===== config.mk =====
export PLATFORM = sky130hd
export DESIGN_NAME = fpu_sequenciador_flat
export DESIGN_NICKNAME = d
export VERILOG_FILES = /design/src/rtl/fpu_pkg.sv /design/src/rtl/fpu_sequenciador_if.sv /design/src/rtl/fpu_normaliza.sv /design/src/rtl/fpu_sequenciador.sv /design/src/flat_wrapper.sv
export SDC_FILE = /design/constraint.sdc
export NUM_CORES = 1
export LEC_CHECK = 0
export ABC_CLOCK_PERIOD_IN_PS = 12000
export BUFFER_PORTS_ARGS = -buffer_cell sky130_fd_sc_hd__buf_2
export CAP_MARGIN = 20
export CORE_MARGIN = 5
export CORE_UTILIZATION = 50
export CTS_CLUSTER_DIAMETER = 60
export CTS_CLUSTER_SIZE = 20
export DETAILED_ROUTE_END_ITERATION = 12
export PLACE_DENSITY_LB_ADDON = 0.15
export REMOVE_ABC_BUFFERS = 1
export SLEW_MARGIN = 0
export SYNTH_ARGS = -nofsm -noshare
export SYNTH_HDL_FRONTEND = slang
export SYNTH_SLANG_ARGS = --single-unit

===== constraint.sdc =====
create_clock -name clk -period 12 [get_ports clk]
set_input_delay 2.4 -clock clk [delete_from_list [all_inputs] [get_ports clk]]
set_output_delay 2.4 -clock clk [all_outputs]
set_load 0.02 [all_outputs]

===== src/rtl/fpu_pkg.sv =====
// Shared definitions for the binary32 add/multiply sequencer: state encoding,
// exponent constants, field layout and the unpacked-operand view.
package fpu_pkg;

    typedef enum logic [2:0] {
        ST_IDLE   = 3'd0,
        ST_UNPACK = 3'd1,
        ST_ALIGN  = 3'd2,
        ST_ISSUE  = 3'd3,
        ST_WAIT   = 3'd4,
        ST_GAP    = 3'd5,
        ST_NORM   = 3'd6,
        ST_PACK   = 3'd7
    } state_e;

    localparam logic signed [9:0] BIAS       = 10'sd127;
    localparam logic signed [9:0] EXP_MAX    = 10'sd255;
    localparam logic [31:0]       QNAN_CANON = 32'h7FC0_0000;

    localparam int SIGN_POS = 31;
    localparam int EXP_MSB  = 30;
    localparam int EXP_LSB  = 23;
    localparam int FRAC_MSB = 22;

    typedef struct packed {
        logic        sign;
        logic [7:0]  exp;
        logic [23:0] mant;
        logic        is_zero;
        logic        is_inf;
        logic        is_nan;
    } fp_unp_t;

    // Denormals are flushed: a zero exponent always reads as zero.
    function automatic fp_unp_t fp_unpack(input logic [31:0] x);
        fp_unp_t u;
        u.sign    = x[SIGN_POS];
        u.exp     = x[EXP_MSB:EXP_LSB];
        u.is_zero = (u.exp == 8'd0);
        u.is_inf  = (u.exp == 8'hFF) && (x[FRAC_MSB:0] == 23'd0);
        u.is_nan  = (u.exp == 8'hFF) && (x[FRAC_MSB:0] != 23'd0);
        u.mant    = u.is_zero ? 24'd0 : {1'b1, x[FRAC_MSB:0]};
        return u;
    endfunction

    function automatic logic [31:0] fp_pack(input logic s, input logic [7:0] e,
                                            input logic [23:0] m);
        return {s, e, m[FRAC_MSB:0]};
    endfunction

endpackage


===== src/rtl/fpu_sequenciador_if.sv =====
// Issue-side handshake plus mantissa ULA port of the sequencer in one bundle.
interface fpu_sequenciador_if;
    logic        op_valid;
    logic        op_mult;
    logic [31:0] op_a;
    logic [31:0] op_b;
    logic        op_ready;
    logic        res_valid;
    logic [31:0] result;
    logic        erro;
    logic [23:0] ula_a;
    logic [23:0] ula_b;
    logic        ula_mult;
    logic        ula_start;
    logic [27:0] ula_dout;
    logic        ula_finish;

    modport master (
        output op_valid, op_mult, op_a, op_b, ula_dout, ula_finish,
        input  op_ready, res_valid, result, erro, ula_a, ula_b, ula_mult, ula_start
    );

    modport slave (
        input  op_valid, op_mult, op_a, op_b, ula_dout, ula_finish,
        output op_ready, res_valid, result, erro, ula_a, ula_b, ula_mult, ula_start
    );
endinterface


===== src/rtl/fpu_normaliza.sv =====
// Leading-zero count and left shift that brings bit 23 of a 24-bit mantissa to one.
module fpu_normaliza (
    input  logic [23:0] mant_i,
    output logic [23:0] mant_o,
    output logic [4:0]  lz_o,
    output logic        zero_o
);

    // Highest set bit wins because the scan runs from the LSB upwards.
    always_comb begin
        lz_o = 5'd0;
        for (int i = 0; i < 24; i++) begin
            lz_o = mant_i[i] ? 5'(23 - i) : lz_o;
        end
    end

    assign mant_o = mant_i << lz_o;
    assign zero_o = (mant_i == 24'd0);

endmodule


===== src/rtl/fpu_sequenciador.sv =====
// Sequences one binary32 add or multiply through the shared mantissa ULA,
// with special-operand bypass, truncating normalisation and a ULA watchdog.
module fpu_sequenciador
    import fpu_pkg::*;
#(
    parameter int          TIMEOUT   = 64,
    parameter logic [31:0] NAN_CANON = QNAN_CANON
) (
    input logic                clk,
    input logic                reset,
    fpu_sequenciador_if.slave  bus
);

    localparam int              WD_W    = $clog2(TIMEOUT) + 1;
    localparam logic [WD_W-1:0] WD_LAST = WD_W'(TIMEOUT - 1);

    state_e            state_q, state_d;
    logic [31:0]       a_q, a_d, b_q, b_d;
    logic              mult_q, mult_d, sub_q, sub_d, sign_q, sign_d;
    logic signed [9:0] exp_q, exp_d;
    logic [23:0]       ma_q, ma_d, mb_q, mb_d;
    logic [27:0]       dout_q, dout_d;
    logic [WD_W-1:0]   wd_q, wd_d;
    logic [31:0]       pk_s;
    logic              err_s;

    logic              ready_q, ready_d, rvalid_q, rvalid_d, erro_q, erro_d;
    logic [31:0]       result_q, result_d;
    logic [23:0]       ula_a_q, ula_a_d, ula_b_q, ula_b_d;
    logic              ula_mult_q, ula_mult_d, ula_start_q, ula_start_d;

    fp_unp_t           ua_s, ub_s;
    logic              a_ge_s, nan_s, inf_sign_s;
    logic              big_sign_s, sml_sign_s;
    logic [7:0]        big_exp_s, sml_exp_s, dexp_s;
    logic [23:0]       big_mant_s, sml_mant_s, mb_sh_s;
    logic [23:0]       nz_mant_s, nm_s;
    logic [4:0]        nz_lz_s;
    logic              nz_zero_s;
    logic signed [9:0] ne_s;
    logic              unused_ok_s;

    assign ua_s       = fp_unpack(a_q);
    assign ub_s       = fp_unpack(b_q);
    assign a_ge_s     = {ua_s.exp, ua_s.mant} >= {ub_s.exp, ub_s.mant};
    assign big_sign_s = a_ge_s ? ua_s.sign : ub_s.sign;
    assign sml_sign_s = a_ge_s ? ub_s.sign : ua_s.sign;
    assign big_exp_s  = a_ge_s ? ua_s.exp  : ub_s.exp;
    assign sml_exp_s  = a_ge_s ? ub_s.exp  : ua_s.exp;
    assign big_mant_s = a_ge_s ? ua_s.mant : ub_s.mant;
    assign sml_mant_s = a_ge_s ? ub_s.mant : ua_s.mant;
    assign dexp_s     = big_exp_s - sml_exp_s;
    assign mb_sh_s    = sml_mant_s >> dexp_s;
    assign nan_s      = ua_s.is_nan | ub_s.is_nan
                      | (mult_q & ((ua_s.is_inf & ub_s.is_zero) | (ub_s.is_inf & ua_s.is_zero)))
                      | (~mult_q & ua_s.is_inf & ub_s.is_inf & (ua_s.sign ^ ub_s.sign));
    assign inf_sign_s = mult_q ? (ua_s.sign ^ ub_s.sign) : (ua_s.is_inf ? ua_s.sign : ub_s.sign);
    // Rounding is truncation, so the guard bits below the sum are dropped.
    assign unused_ok_s = ^dout_q[2:0];

    fpu_normaliza u_normaliza (
        .mant_i (ma_q),
        .mant_o (nz_mant_s),
        .lz_o   (nz_lz_s),
        .zero_o (nz_zero_s)
    );

    // Normalised mantissa/exponent: add and multiply share the bit-27 carry test.
    always_comb begin
        if (sub_q) begin
            nm_s = nz_mant_s;
            ne_s = exp_q - $signed({5'd0, nz_lz_s});
        end else if (dout_q[27]) begin
            nm_s = dout_q[27:4];
            ne_s = exp_q + 10'sd1;
        end else begin
            nm_s = dout_q[26:3];
            ne_s = exp_q;
        end
    end

    // FSM state register.
    always_ff @(posedge clk) begin
        if (reset) begin
            state_q <= ST_IDLE;
        end else begin
            state_q <= state_d;
        end
    end

    // Next state and datapath next values.
    always_comb begin
        state_d = state_q;
        a_d     = a_q;
        b_d     = b_q;
        mult_d  = mult_q;
        sub_d   = sub_q;
        sign_d  = sign_q;
        exp_d   = exp_q;
        ma_d    = ma_q;
        mb_d    = mb_q;
        dout_d  = dout_q;
        wd_d    = wd_q;
        pk_s    = NAN_CANON;
        err_s   = 1'b0;
        case (state_q)
            ST_IDLE: begin
                if (bus.op_valid) begin
                    a_d     = bus.op_a;
                    b_d     = bus.op_b;
                    mult_d  = bus.op_mult;
                    state_d = ST_UNPACK;
                end else begin
                    state_d = ST_IDLE;
                end
            end
            ST_UNPACK: begin
                if (nan_s) begin
                    pk_s    = NAN_CANON;
                    state_d = ST_PACK;
                end else if (ua_s.is_inf || ub_s.is_inf) begin
                    pk_s    = {inf_sign_s, 8'hFF, 23'd0};
                    state_d = ST_PACK;
                end else if (ua_s.is_zero || ub_s.is_zero) begin
                    pk_s    = mult_q ? {ua_s.sign ^ ub_s.sign, 31'd0} : (ua_s.is_zero ? b_q : a_q);
                    state_d = ST_PACK;
                end else begin
                    state_d = ST_ALIGN;
                end
            end
            ST_ALIGN: begin
                if (mult_q) begin
                    sign_d  = ua_s.sign ^ ub_s.sign;
                    exp_d   = $signed({2'b00, ua_s.exp}) + $signed({2'b00, ub_s.exp}) - BIAS;
                    ma_d    = ua_s.mant;
                    mb_d    = ub_s.mant;
                    sub_d   = 1'b0;
                    state_d = ST_ISSUE;
                end else if (dexp_s >= 8'd25) begin
                    pk_s    = a_ge_s ? a_q : b_q;
                    state_d = ST_PACK;
                end else begin
                    sign_d = big_sign_s;
                    exp_d  = $signed({2'b00, big_exp_s});
                    mb_d   = mb_sh_s;
                    if (big_sign_s != sml_sign_s) begin
                        ma_d    = big_mant_s - mb_sh_s;
                        sub_d   = 1'b1;
                        state_d = ST_NORM;
                    end else begin
                        ma_d    = big_mant_s;
                        sub_d   = 1'b0;
                        state_d = ST_ISSUE;
                    end
                end
            end
            ST_ISSUE: begin
                wd_d    = '0;
                state_d = ST_WAIT;
            end
            ST_WAIT: begin
                if (bus.ula_finish) begin
                    dout_d  = bus.ula_dout;
                    state_d = ST_GAP;
                end else if (wd_q == WD_LAST) begin
                    pk_s    = NAN_CANON;
                    err_s   = 1'b1;
                    state_d = ST_PACK;
                end else begin
                    wd_d    = wd_q + WD_W'(1);
                    state_d = ST_WAIT;
                end
            end
            ST_GAP: begin
                state_d = ST_NORM;
            end
            ST_NORM: begin
                if (sub_q && nz_zero_s) begin
                    pk_s = 32'd0;
                end else if (ne_s >= EXP_MAX) begin
                    pk_s = {sign_q, 8'hFF, 23'd0};
                end else if (ne_s <= 10'sd0) begin
                    pk_s = {sign_q, 31'd0};
                end else begin
                    pk_s = fp_pack(sign_q, ne_s[7:0], nm_s);
                end
                state_d = ST_PACK;
            end
            ST_PACK: begin
                state_d = ST_IDLE;
            end
            default: begin
                state_d = ST_IDLE;
            end
        endcase
    end

    // Registered outputs follow the state being entered.
    always_comb begin
        ready_d     = (state_d == ST_IDLE);
        rvalid_d    = (state_d == ST_PACK);
        result_d    = (state_d == ST_PACK) ? pk_s  : result_q;
        erro_d      = (state_d == ST_PACK) ? err_s : erro_q;
        ula_start_d = (state_d == ST_ISSUE) || (state_d == ST_WAIT);
        ula_a_d     = (state_d == ST_ISSUE) ? ma_d   : ula_a_q;
        ula_b_d     = (state_d == ST_ISSUE) ? mb_d   : ula_b_q;
        ula_mult_d  = (state_d == ST_ISSUE) ? mult_q : ula_mult_q;
    end

    // Datapath and output registers.
    always_ff @(posedge clk) begin
        if (reset) begin
            a_q         <= 32'd0;
            b_q         <= 32'd0;
            mult_q      <= 1'b0;
            sub_q       <= 1'b0;
            sign_q      <= 1'b0;
            exp_q       <= 10'sd0;
            ma_q        <= 24'd0;
            mb_q        <= 24'd0;
            dout_q      <= 28'd0;
            wd_q        <= '0;
            ready_q     <= 1'b1;
            rvalid_q    <= 1'b0;
            result_q    <= 32'd0;
            erro_q      <= 1'b0;
            ula_start_q <= 1'b0;
            ula_a_q     <= 24'd0;
            ula_b_q     <= 24'd0;
            ula_mult_q  <= 1'b0;
        end else begin
            a_q         <= a_d;
            b_q         <= b_d;
            mult_q      <= mult_d;
            sub_q       <= sub_d;
            sign_q      <= sign_d;
            exp_q       <= exp_d;
            ma_q        <= ma_d;
            mb_q        <= mb_d;
            dout_q      <= dout_d;
            wd_q        <= wd_d;
            ready_q     <= ready_d;
            rvalid_q    <= rvalid_d;
            result_q    <= result_d;
            erro_q      <= erro_d;
            ula_start_q <= ula_start_d;
            ula_a_q     <= ula_a_d;
            ula_b_q     <= ula_b_d;
            ula_mult_q  <= ula_mult_d;
        end
    end

    assign bus.op_ready  = ready_q;
    assign bus.res_valid = rvalid_q;
    assign bus.result    = result_q;
    assign bus.erro      = erro_q;
    assign bus.ula_start = ula_start_q;
    assign bus.ula_a     = ula_a_q;
    assign bus.ula_b     = ula_b_q;
    assign bus.ula_mult  = ula_mult_q;

endmodule


===== src/flat_wrapper.sv =====
// flat-port wrapper written by rule: the top's interface ports become plain ports
module fpu_sequenciador_flat import fpu_pkg::*;
#(
    parameter int          TIMEOUT   = 64,
    parameter logic [31:0] NAN_CANON = QNAN_CANON
)
  (clk, reset, bus_op_valid, bus_op_mult, bus_op_a, bus_op_b, bus_ula_dout, bus_ula_finish, bus_op_ready, bus_res_valid, bus_result, bus_erro, bus_ula_a, bus_ula_b, bus_ula_mult, bus_ula_start);
  fpu_sequenciador_if bus_i ();
  input logic clk;
  input logic reset;
  input wire logic [$bits(bus_i.op_valid)-1:0] bus_op_valid;
  input wire logic [$bits(bus_i.op_mult)-1:0] bus_op_mult;
  input wire logic [$bits(bus_i.op_a)-1:0] bus_op_a;
  input wire logic [$bits(bus_i.op_b)-1:0] bus_op_b;
  input wire logic [$bits(bus_i.ula_dout)-1:0] bus_ula_dout;
  input wire logic [$bits(bus_i.ula_finish)-1:0] bus_ula_finish;
  output wire logic [$bits(bus_i.op_ready)-1:0] bus_op_ready;
  output wire logic [$bits(bus_i.res_valid)-1:0] bus_res_valid;
  output wire logic [$bits(bus_i.result)-1:0] bus_result;
  output wire logic [$bits(bus_i.erro)-1:0] bus_erro;
  output wire logic [$bits(bus_i.ula_a)-1:0] bus_ula_a;
  output wire logic [$bits(bus_i.ula_b)-1:0] bus_ula_b;
  output wire logic [$bits(bus_i.ula_mult)-1:0] bus_ula_mult;
  output wire logic [$bits(bus_i.ula_start)-1:0] bus_ula_start;
  assign bus_i.op_valid = bus_op_valid;
  assign bus_i.op_mult = bus_op_mult;
  assign bus_i.op_a = bus_op_a;
  assign bus_i.op_b = bus_op_b;
  assign bus_i.ula_dout = bus_ula_dout;
  assign bus_i.ula_finish = bus_ula_finish;
  assign bus_op_ready = bus_i.op_ready;
  assign bus_res_valid = bus_i.res_valid;
  assign bus_result = bus_i.result;
  assign bus_erro = bus_i.erro;
  assign bus_ula_a = bus_i.ula_a;
  assign bus_ula_b = bus_i.ula_b;
  assign bus_ula_mult = bus_i.ula_mult;
  assign bus_ula_start = bus_i.ula_start;
  fpu_sequenciador #(.TIMEOUT(TIMEOUT), .NAN_CANON(NAN_CANON)) u_core (.clk(clk), .reset(reset), .bus(bus_i));
endmodule

==> impl_metrics.env, run 1 <==
export IMPL_synth_ff_type="dfxtp_1"
export IMPL_antenna_found_initial=1
export IMPL_synthTopCellsByArea="dfxtp_1 27%, nand2_1 10%, a21oi_1 6.9%, mux2i_1 6.0%, ha_1 5.1%"
export IMPL_power_density_mw_per_mm2=361
export IMPL_drive_gt1_frac=0.139
export IMPL_fmax_ghz=0.0895
export IMPL_clock_skew_ps=17.0
export IMPL_synth_area_leader_cell="dfxtp_1"
export IMPL_grt_pass1_vias=18300
export IMPL_finalNetCount=2677
export IMPL_synth_cell_types=97
export IMPL_maxCapViolCount=0
export IMPL_num_vias=19400
export IMPL_cts_root_buf="clkbuf_16"
export IMPL_drc_errors=0
export IMPL_clock_latency_ps=580
export IMPL_post_cts_buffers=0
export IMPL_grt_pass1_wl_mm=111
export IMPL_irDropWorstVdd_v=0.000246
export IMPL_ant_nets=0
export IMPL_path_common_cell="a21oi_1"
export IMPL_synthArstFlopShare=0
export IMPL_outcome="finished, final reports clean"
export IMPL_crit_slowest_cell="nor4_1"
export IMPL_viasPerCell=6.49
export IMPL_ioPinCount=182
export IMPL_die_width_um=199
export IMPL_clock_path_buffers=3
export IMPL_path_class="reg -> reg"
export IMPL_post_drt_wl_per_cell_um=24.6
export IMPL_whs_path_depth=2
export IMPL_final_min_clock_period_ps=11170
export IMPL_gp_congestion=1.02
export IMPL_p_total_mw=7.18
export IMPL_syn2layout_area_growth_pct=11.7
export IMPL_rsz0062_at_grt="no"
export IMPL_synth_area_per_cell_um2=7.32
export IMPL_worstMarginPinSlew_ps=1060
export IMPL_period_share=0.931
export IMPL_clkSlewWorstSetupHoldPaths_ps=70
export IMPL_syn_inst=2431
export IMPL_cts_made_buffers=24
export IMPL_clock_sinks=241
export IMPL_io_buffers=178
export IMPL_start_kind="register"
export IMPL_cts_tree="done"
export IMPL_drt_total_wl_mm=73.4
export IMPL_yosysWarnings=0
export IMPL_dp_slack_ps=1200
export IMPL_drt_initial_drc_count=2379
export IMPL_end_kind="register"
export IMPL_slew_limit_headroom=0.290
export IMPL_rows=69
export IMPL_cp_max_fo=19
export IMPL_first_pass_iters=6
export IMPL_reg2regPathDepth=39
export IMPL_initial_core_util=0.504
export IMPL_power_leakage_nw=8.11
export IMPL_n_antenna_cell=0
export IMPL_cts_max_level=1
export IMPL_slew_violations=0
export IMPL_critical_path_max_stage_delay_ps=700
export IMPL_syn_area_mm2=0.0178
export IMPL_setup_ws_ps=831
export IMPL_die_area_mm2=0.0395
export IMPL_cp_arrival_ps=11700
export IMPL_seq_area_frac_synth=0.271
export IMPL_core_mm2=0.0353
export IMPL_setup_viol=0
export IMPL_hold_buffers=0
export IMPL_ys_seq_elements=241
export IMPL_die_y_um=199
export IMPL_cp_data_required_time_ps=12530
export IMPL_grt_max_degree=84
export IMPL_holdCritPathClass="reg -> reg"
export IMPL_cts_resized=0
export IMPL_hpwl_mm=55.6
export IMPL_synth_top_cell_area_share=0.271
export IMPL_synth_edf_count=0
export IMPL_final_hold_viol_count=0
export IMPL_grt_usage=0.358
export IMPL_grt_overflow_total=0
-- layout by cell type, fill, tap and decap left out, types with 9 or more instances in the layout --
master	synthesis	layout
nand2b_1	23	23
a221oi_1	16	16
o21a_1	13	13
and3_1	13	13
buf_4	2	49
nand3_1	42	42
nor3_1	40	39
or3_1	22	21
a21oi_1	245	244
nor4_1	24	23
o2bb2ai_1	11	11
o211ai_1	28	28
mux4_2	20	20
ha_1	72	72
nor2b_1	19	19
inv_1	81	81
buf_2	26	177
o22ai_1	36	36
o21bai_1	11	11
a221o_1	21	21
and2_1	16	15
dfxtp_1	241	240
a211oi_1	27	26
mux2_2	10	10
mux2i_1	106	106
a31oi_1	24	24
clkbuf_16	0	24
xnor2_1	19	18
o21ai_0	119	119
nand4_1	21	21
xor2_1	24	24
o31ai_1	12	12
a21o_1	18	18
o221ai_1	21	21
nand2_1	487	487
a22oi_1	9	9
nor2_1	204	201
o311ai_0	11	11
-- sequential cells by signal, indices dropped and copies added, names as in the netlist, 20 cells and up --
| name | cells |
|---|---|
| u_core.a_q | 32 |
| u_core.b_q | 32 |
| u_core.bus.ula_b | 24 |
| u_core.bus.result | 32 |
| u_core.ma_q | 24 |
| u_core.mb_q | 20 |
| u_core.bus.ula_a | 24 |
| u_core.dout_q | 25 |
-- critical path: cells and delay by family (launching register included) --
kind / cells / cell delay, ps
AOI/OAI and AO/OA: 16 / 4530
xor gates and xnor gates: 1 / 140
adders and majority gates: 3 / 810
buffers and inverters: 5 / 1510
DFF: 1 / 300
muxes: 2 / 700
and+or+nand+nor: 12 / 3090
-- logic make-up (layout without fill, tap and decap cells) --
logic type | after synthesis | in the layout | synth area share
AOI/OAI and AO/OA | 722 | 722 | 0.268
xor gates and xnor gates | 43 | 43 | 0.0212
adders and majority gates | 75 | 75 | 0.0540
buffers and inverters | 265 | 357 | 0.0591
DFF | 241 | 241 | 0.271
muxes | 141 | 141 | 0.0946
and+or+nand+nor | 944 | 944 | 0.233
-- cell usage after synthesis (all sizes together), types with 22 or more instances --
| master | instances |
|---|---|
| nand2 | 489 |
| a21oi | 247 |
| dfxtp | 241 |
| nor2 | 206 |
| clkbuf | 137 |
| o21ai | 128 |
| mux2i | 106 |
| inv | 83 |
| ha | 72 |
| buf | 43 |
| nand3 | 43 |
| nor3 | 41 |
| o22ai | 36 |
| a211oi | 28 |
| o211ai | 28 |
| a31oi | 24 |
| nor4 | 24 |
| xor2 | 24 |
| nand2b | 23 |
| nand4 | 22 |
| or3 | 22 |
-- report_power, final --
part	internal (mW)	switching, mW	total, mW
logic	1.79	3.43	5.22
registers	0.946	0.184	1.13
clock network	0.429	0.398	0.828
total	3.17	4.01	7.18
-- area by class of cell --
| cell class | instances | area [um2] |
|---|---|---|
| Fill cell | 3491 | 15400 |
| Multi-Input combinational cell | 1925 | 12000 |
| Sequential cell | 241 | 4830 |
| Timing Repair Buffer | 228 | 1290 |
| Clock buffer | 26 | 628 |
| Tap cell | 461 | 577 |
| Inverter | 85 | 319 |
| Clock inverter | 18 | 251 |
-- per-stage QoR --
step | hold slack, ps | setup TNS, ps | area, um2 | cells | util
final | 454 | 0 | 19900 | 2984 | 0.563
after global routing | 475 | 0 | 19900 | 2984 | 0.563
after CTS | 457 | 0 | 19800 | 2982 | 0.562
after detailed placement | 443 | 0 | 19000 | 2938 | 0.537
after global placement | 438 | 0 | 19000 | 2938 | 0.537
after floorplan | 430 | -11080 | 17100 | 2251 | -
-- per-layer routing --
metal / vias up / track usage / part of all wire
met5: - / 0 / 0.00018
met4: 2 / 0.133 / 0.042
met2: 1005 / 0.549 / 0.44
li1: 8916 / - / -
met3: 181 / 0.0657 / 0.096
met1: 9265 / 0.503 / 0.43
-- final timing paths --
check,start,slack (ps),end
max,u_core.a_q[23]$_SDFFE_PP0P_,830,u_core.bus.ula_a[20]$_SDFFE_PP0N_
min,u_core.bus.erro$_SDFFE_PP0P_,450,u_core.bus.erro$_SDFFE_PP0P_
max reg2reg,u_core.a_q[23]$_SDFFE_PP0P_,830,u_core.bus.ula_a[20]$_SDFFE_PP0N_
min reg2reg,u_core.bus.erro$_SDFFE_PP0P_,450,u_core.bus.erro$_SDFFE_PP0P_
Power figures use the tool's default switching activity.
==> run 2, diff against run 1 <==
PLACE_DENSITY = 0.69   (was not set)
PLACE_DENSITY_LB_ADDON = not set   (was 0.15)
==> impl_metrics.env, run 2 (synthesis gave the netlist of run 1 again) <==
export IMPL_outcome="finished, final reports clean"
export IMPL_grt_overflow_total=0
export IMPL_final_util=0.563
export IMPL_final_cell_mix="487 x nand2_1, 244 x a21oi_1, 240 x dfxtp_1"
export IMPL_crit_buf_inv=3
export IMPL_p_sw_frac=0.561
export IMPL_maxCapViolCount=0
export IMPL_r2r_setup_slack_ps=820
export IMPL_worstMarginPinSlew_ps=1200
export IMPL_io_buffers=178
export IMPL_grt_pass1_vias=18300
export IMPL_crit_slowest_cell="a221oi_1"
export IMPL_drc_errors=0
export IMPL_final_area_mm2=0.0199
export IMPL_setup_viol=0
export IMPL_die_y_um=199
export IMPL_setup_tns_final_ps=0
export IMPL_slew_limit_headroom=0.196
export IMPL_drt_total_wl_mm=75.5
export IMPL_holdCritPathClass="reg -> reg"
export IMPL_rows=69
export IMPL_timing_critical_path_max_delay_family="compound AO/OA/AOI/OAI gates"
export IMPL_sequentialPowerShare=0.154
export IMPL_post_drt_wl_per_cell_um=25.3
export IMPL_clock_latency_ps=590
export IMPL_syn2layout_area_growth_pct=11.8
export IMPL_start_kind="register"
export IMPL_rsz0062_at_grt="no"
export IMPL_clock_skew_ps=35.3
export IMPL_viasPerCell=6.54
export IMPL_die_width_um=199
export IMPL_end_kind="register"
export IMPL_period_share=0.932
export IMPL_dp_slack_ps=1290
export IMPL_critical_path_max_stage_delay_ps=710
export IMPL_antenna_found_initial=0
export IMPL_power_leakage_nw=8.13
export IMPL_cts_tree="done"
export IMPL_internal_power_mw=3.22
export IMPL_hold_slack_ps=456
export IMPL_cts_made_buffers=24
export IMPL_fmax_ghz=0.0895
export IMPL_drt_initial_drc_count=2045
export IMPL_final_min_clock_period_ps=11180
export IMPL_initial_core_util=0.504
export IMPL_n_antenna_cell=0
export IMPL_place_area_mm2=0.0190
export IMPL_clock_sinks=241
export IMPL_ant_nets=0
export IMPL_power_density_mw_per_mm2=368
export IMPL_hold_buffers=0
export IMPL_clkSlewWorstSetupHoldPaths_ps=70
export IMPL_clock_path_buffers=3
export IMPL_setup_ws_ps=822
export IMPL_ioPinCount=182
export IMPL_cts_root_buf="clkbuf_16"
export IMPL_path_common_cell="a21oi_1"
export IMPL_dp_cells=2947
export IMPL_num_fill_cells=3371
export IMPL_cp_max_fo=16
export IMPL_first_pass_iters=8
export IMPL_slew_violations=0
export IMPL_cts_max_level=1
export IMPL_cp_arrival_ps=11710
export IMPL_p_total_mw=7.33
export IMPL_finalNetCount=2685
export IMPL_path_class="reg -> reg"
export IMPL_gp_congestion=1.01
export IMPL_cp_data_required_time_ps=12540
export IMPL_finalNonFillerCells=2990
export IMPL_p_clk_frac=0.111
export IMPL_die_area_mm2=0.0395
export IMPL_hpwl_mm=57.4
export IMPL_grt_pass1_wl_mm=112
export IMPL_cts_resized=0
export IMPL_irDropWorstVdd_v=0.000219
export IMPL_comb_power_share=0.735
export IMPL_drive_gt1_frac=0.141
export IMPL_grt_max_degree=75
export IMPL_post_cts_buffers=0
export IMPL_num_vias=19600
export IMPL_final_hold_viol_count=0
export IMPL_final_common_cell="nand2_1"
export IMPL_core_mm2=0.0353
export IMPL_p_sw_mw=4.11
export IMPL_grt_usage=0.368
==> run 2: cell types whose count changed in the layout (fill, tap and decap cells not counted), sizes merged <==
cell    delta
buf        +8
clkinv     -5
inv        +4
clkbuf     -1
==> run 2: final cells by class <==
| cell class | instances | area [um2] | area share |
|---|---|---|---|
| Clock buffer | 25 | 614 | 0.0309 |
| Clock inverter | 17 | 231 | 0.0116 |
| Inverter | 85 | 319 | 0.0160 |
| Multi-Input combinational cell | 1925 | 12000 | 0.603 |
| Sequential cell | 241 | 4830 | 0.243 |
| Tap cell | 461 | 577 | 0.0290 |
| Timing Repair Buffer | 236 | 1340 | 0.0674 |
==> run 2: path summary, 6_finish.rpt <==
| path | start | end | cells after the start |
|---|---|---|---|
| min reg2reg | u_core.bus.ula_b[5]$_SDFFE_PP0N_ | u_core.bus.ula_b[5]$_SDFFE_PP0N_ | 1 |
| min | u_core.bus.ula_b[5]$_SDFFE_PP0N_ | u_core.bus.ula_b[5]$_SDFFE_PP0N_ | 1 |
| max | u_core.a_q[23]$_SDFFE_PP0P_ | u_core.bus.ula_a[20]$_SDFFE_PP0N_ | 38 |
| max reg2reg | u_core.a_q[23]$_SDFFE_PP0P_ | u_core.bus.ula_a[20]$_SDFFE_PP0N_ | 38 |
==> run 2: per-layer routing <==
metal / vias to the layer above / global-route usage / wire length [um]
met1: 9363 / 0.511 / 32000
met3: 184 / 0.0703 / 7350
met5: - / 0 / 0
met4: 0 / 0.133 / 3220
met2: 1094 / 0.571 / 33000
li1: 8916 / - / -
==> run 2: power by group through the flow <==
stage	registers, mW	logic, mW	clock network, mW
3_5_place_dp	1.13	5.20	0
3_3_place_gp	1.13	5.17	0
2_1_floorplan	1.16	3.42	0
4_1_cts	1.12	5.22	0.824
5_1_grt	1.14	5.71	0.855
6_report	1.13	5.39	0.814
